===== config.mk =====
export PLATFORM = sky130hd
export DESIGN_NAME = mmcm_reset_sequencer
export DESIGN_NICKNAME = d
export VERILOG_FILES = /design/src/rtl/mmcm_reset_sequencer.sv
export SDC_FILE = /design/constraint.sdc
export NUM_CORES = 1
export LEC_CHECK = 0
export CAP_MARGIN = 20
export CELL_PAD_IN_SITES_DETAIL_PLACEMENT = 0
export CELL_PAD_IN_SITES_GLOBAL_PLACEMENT = 2
export CORE_ASPECT_RATIO = 1.5
export CORE_UTILIZATION = 37
export DETAILED_ROUTE_END_ITERATION = 12
export GPL_TIMING_DRIVEN = 0
export PLACE_DENSITY_LB_ADDON = 0.2
export SLEW_MARGIN = 25
export SYNTH_ARGS = -nofsm -noshare
export SYNTH_HDL_FRONTEND = slang
export SYNTH_SLANG_ARGS = --single-unit

===== constraint.sdc =====
create_clock -name i_clk -period 5.8 [get_ports i_clk]
set_clock_uncertainty 0.05 [all_clocks]
set_input_delay 0.87 -clock i_clk [delete_from_list [all_inputs] [get_ports i_clk]]
set_output_delay 0.87 -clock i_clk [all_outputs]
set_load 0.01 [all_outputs]

===== src/rtl/mmcm_reset_sequencer.sv =====
// MMCM reset sequencer: pulses MMCM RST, waits for lock, and releases o_rst_n after a stable-lock window.
// Define MMCM_RETRY_CNT_EN to build the saturating lock-timeout counter; otherwise o_retry_cnt is tied to 0.
module mmcm_reset_sequencer #(
  parameter int unsigned RST_CYCLES    = 16,
  parameter int unsigned LOCK_TIMEOUT  = 65536,
  parameter int unsigned STABLE_CYCLES = 1024
) (
  input  logic       i_clk,
  input  logic       i_rst_n,
  input  logic       i_locked,
  output logic       o_mmcm_rst,
  output logic       o_rst_n,
  output logic [1:0] o_state,
  output logic [7:0] o_retry_cnt
);

  typedef enum logic [1:0] {
    RESET_PULSE = 2'd0,
    WAIT_LOCK   = 2'd1,
    STABLE      = 2'd2,
    RUN         = 2'd3
  } state_t;

  localparam logic [23:0] RST_LAST    = 24'(RST_CYCLES - 1);
  localparam logic [23:0] LOCK_LAST   = 24'(LOCK_TIMEOUT - 1);
  localparam logic [23:0] STABLE_LAST = 24'(STABLE_CYCLES - 1);

  state_t      state;
  state_t      state_nx;
  logic [23:0] cnt;
  logic        lk_meta;
  logic        lk;

  // LOCKED comes from the MMCM asynchronously; only the second flop is used.
  always_ff @(posedge i_clk) begin
    if (!i_rst_n) begin
      lk_meta <= 1'b0;
      lk      <= 1'b0;
    end else begin
      lk_meta <= i_locked;
      lk      <= lk_meta;
    end
  end

  always_comb begin
    state_nx = state;
    case (state)
      RESET_PULSE: if (cnt == RST_LAST) state_nx = WAIT_LOCK;
      WAIT_LOCK: begin
        if (lk)                    state_nx = STABLE;
        else if (cnt == LOCK_LAST) state_nx = RESET_PULSE;
      end
      STABLE: begin
        if (!lk)                     state_nx = RESET_PULSE;
        else if (cnt == STABLE_LAST) state_nx = RUN;
      end
      RUN:     if (!lk) state_nx = RESET_PULSE;
      default: state_nx = RESET_PULSE;
    endcase
  end

  // Outputs are decoded from the next state so they change on the transition edge itself.
  always_ff @(posedge i_clk) begin
    if (!i_rst_n) begin
      state      <= RESET_PULSE;
      cnt        <= '0;
      o_mmcm_rst <= 1'b1;
      o_rst_n    <= 1'b0;
    end else begin
      state      <= state_nx;
      cnt        <= (state_nx != state) ? 24'd0 : cnt + 24'd1;
      o_mmcm_rst <= (state_nx == RESET_PULSE);
      o_rst_n    <= (state_nx == RUN);
    end
  end

  assign o_state = state;

`ifdef MMCM_RETRY_CNT_EN
  logic [7:0] retry_cnt;
  logic       timeout;

  // Only WAIT_LOCK expiries count; lock losses later in the sequence do not.
  assign timeout = (state == WAIT_LOCK) && !lk && (cnt == LOCK_LAST);

  always_ff @(posedge i_clk) begin
    if (!i_rst_n) begin
      retry_cnt <= 8'd0;
    end else if (timeout && (retry_cnt != 8'hFF)) begin
      retry_cnt <= retry_cnt + 8'd1;
    end
  end

  assign o_retry_cnt = retry_cnt;
`else
  assign o_retry_cnt = 8'd0;
`endif

endmodule


==> qor.yml <==
cells_and_area:
  fin_area_sq_um: 1700
  diodes: 0
  final_cell_mix: "30 x dfxtp_1, 12 x nor3_1, 11 x nand3_1"
  fin_cells: 228
  layout.nets: 189
  syn_to_final_growth_pct: 14.6
  fill_cells: 385
  final_util_pct: 45.2
  mostFrequentLayoutCell: "dfxtp_1"
  drive_above_1_share_pct: 13.0
power:
  ir_worst_vdd_mv: 0.155
  p_leak_nw: 0.616
  p_total_mw: 0.382
  p_per_area_nw_per_um2: 225
placement:
  gp_congestion: 0.759
  io_buffers: 6
  placed_area_sq_um: 1620
  placed_cells: 221
  hpwlAfterDp_mm: 2.47
timing:
  finalHoldViolCount: 0
  rsz0062_at_grt: "false"
  slew-limit-headroom_pct: 66.1
  slew_violations: 0
  finalSetupViolations: 0
  max_freq_mhz: 423
  fin_crit_sh_pct: 40.8
  tightestPinTransition_ps: 505
  fin_tns_setup_ps: 0
  period_needed_ps: 2370
setup_path:
  required_ps: 5950
  path_class: "in2reg"
  crit_arrival_ps: 2520
  end_kind: "flop"
  cp-start-kind: "input port"
  crit_path_max_fanout: 10
yosys:
  synth_top_area_share_pct: 40.6
  synth_area_sq_um: 1480
  synth-adder-area-share_pct: 0.845
  syn_avg_cell_area_sq_um: 8.97
  synth_edf_count: 0
  yosys_warnings: 0
  synth_area_leaders: "dfxtp_1 41%, xnor2_1 4.1%, nor3_1 4.1%"
  synth-simple-area-share_pct: 31.8
  synth_largest_area_cell: "dfxtp_1"
  synth_top_family_by_area: "simple AND/OR/NAND/NOR gates"
  yosys-mux-area-fraction_pct: 0
  synth_compound_area_share_pct: 11.7
  seq_area_frac_synth_pct: 40.6
  ys_ff_latch: 30
  synth_cell_types: 37
  ys.flop_type: "dfxtp_1"
  synth_cells: 165
  synth-async-reset-ratio_pct: 0
  synth-xor-area-share_pct: 7.69
clocking:
  htreeDepth: 2
  cts_root_buf: "clkbuf_8"
  clockBufferDepth: 2
  cts_tree: "yes"
  numCtsBuffers: 5
  clkSinkCount: 30
  cts_hold_buf: 0
  clk_latency_ps: 280
  clk_pin_slew_ps: 60
  ctsResizeCount: 0
  cts_setup_buffers: 0
flow_run:
  cap_violations: 0
floorplanning:
  core_sq_um: 3750
  die_y_um: 79.5
  start_util_pct: 39.5
  fp-row-count: 27
  pin_count: 15
  die_w_um: 53.6
  dieArea_sq_um: 4260
grt:
  grt_max_degree: 11
  overflow: 0
  grt_pass1_wl_mm: 5.45
  grt_usage_pct: 18.0
  grt_pass1_vias: 1198
  antenna_found_initial: 0
route:
  vias: 1261
  wirelength_mm: 3.33
  avgViaCountPerCell: 5.53
  drtIter0Drc: 53
  antenna_left: 0
  drcViolationCount: 0
  first_pass_iters: 4
  routedWlPerCell_um: 14.6
worst_hold_path:
  hold_class: "reg2reg"
outcome:
  outcome: "finished, final reports clean"
-- final cells by class --
cell class	count	area, sq um	area share, %
timing repair buffer	6	60.1	3.54
buffer	14	95.1	5.60
sequential	30	601	35.4
inverter	3	11.3	0.664
tap	43	53.8	3.17
multi-input combinational	125	800	47.1
clock buffer	7	76.3	4.50
-- cells in the mapped netlist, types with 2 or more instances --
library cell,instances
inv_1,3
o211a_1,2
buf_2,4
nor2_1,10
and4_1,4
nand2_1,8
xor2_1,6
nor2b_1,2
nor3_1,12
or4_1,8
buf_4,8
or3_1,2
xnor2_1,7
nand4_1,6
o21ai_0,2
and2_1,3
nor4_1,5
o31ai_1,7
a21oi_1,9
nand3_1,11
dfxtp_1,30
-- stage by stage --
stage	hold slack (ps)	worst slack, ps
after floorplan	362	3880
after global placement	369	3150
after detailed placement	381	3110
after CTS	398	3400
after global routing	433	3170
final	389	3430
-- routing by layer --
layer	up-vias	wire, um	track usage (%)	share of wire (%)
met5	-	0	0	0
met4	0	56	7.11	1.7
met3	6	74	4.57	2.2
met2	12	1910	32.9	57
met1	602	1290	18.6	39
li1	641	-	-	-
-- cell families after synthesis --
logic type               count (synthesis)
buffers and inverters                   17
adder cells (fa/ha/maj)                  1
XOR/XNOR                                13
AO/OA/AOI/OAI                           25
AND/OR/NAND/NOR                         78
other                                    1
flip-flops                              30
-- worst max-delay path, cell delays in order --
cell and delay, ps:
clkdlybuf4s50_1 530, inv_1 100, a211oi_1 370, o31ai_2 200, buf_2 240, nor3_1 200
-- sequential cells by signal, indices dropped and copies added (netlist names) --
| name | count |
|---|---|
| o_rst_n | 1 |
| lk | 1 |
| cnt | 24 |
| o_mmcm_rst | 1 |
| lk_meta | 1 |
| o_state | 2 |
-- power breakdown --
group	internal (mW)	switching, mW
logic	0.00786	0.00909
clock network	0.0823	0.0719
registers	0.209	0.00232
total	0.299	0.0834
-- path summary, 6_finish.rpt --
kind	start	to	slack (ps)	depth (start not counted)
worst max-delay path	i_rst_n	cnt[10]$_SDFF_PP0_	3430	6
worst min-delay path	lk_meta$_SDFF_PN0_	lk$_SDFF_PN0_	390	1
worst max register to register	cnt[0]$_SDFF_PP0_	cnt[10]$_SDFF_PP0_	3450	7
worst min register to register	lk_meta$_SDFF_PN0_	lk$_SDFF_PN0_	390	1
Power figures use the tool's default switching activity.
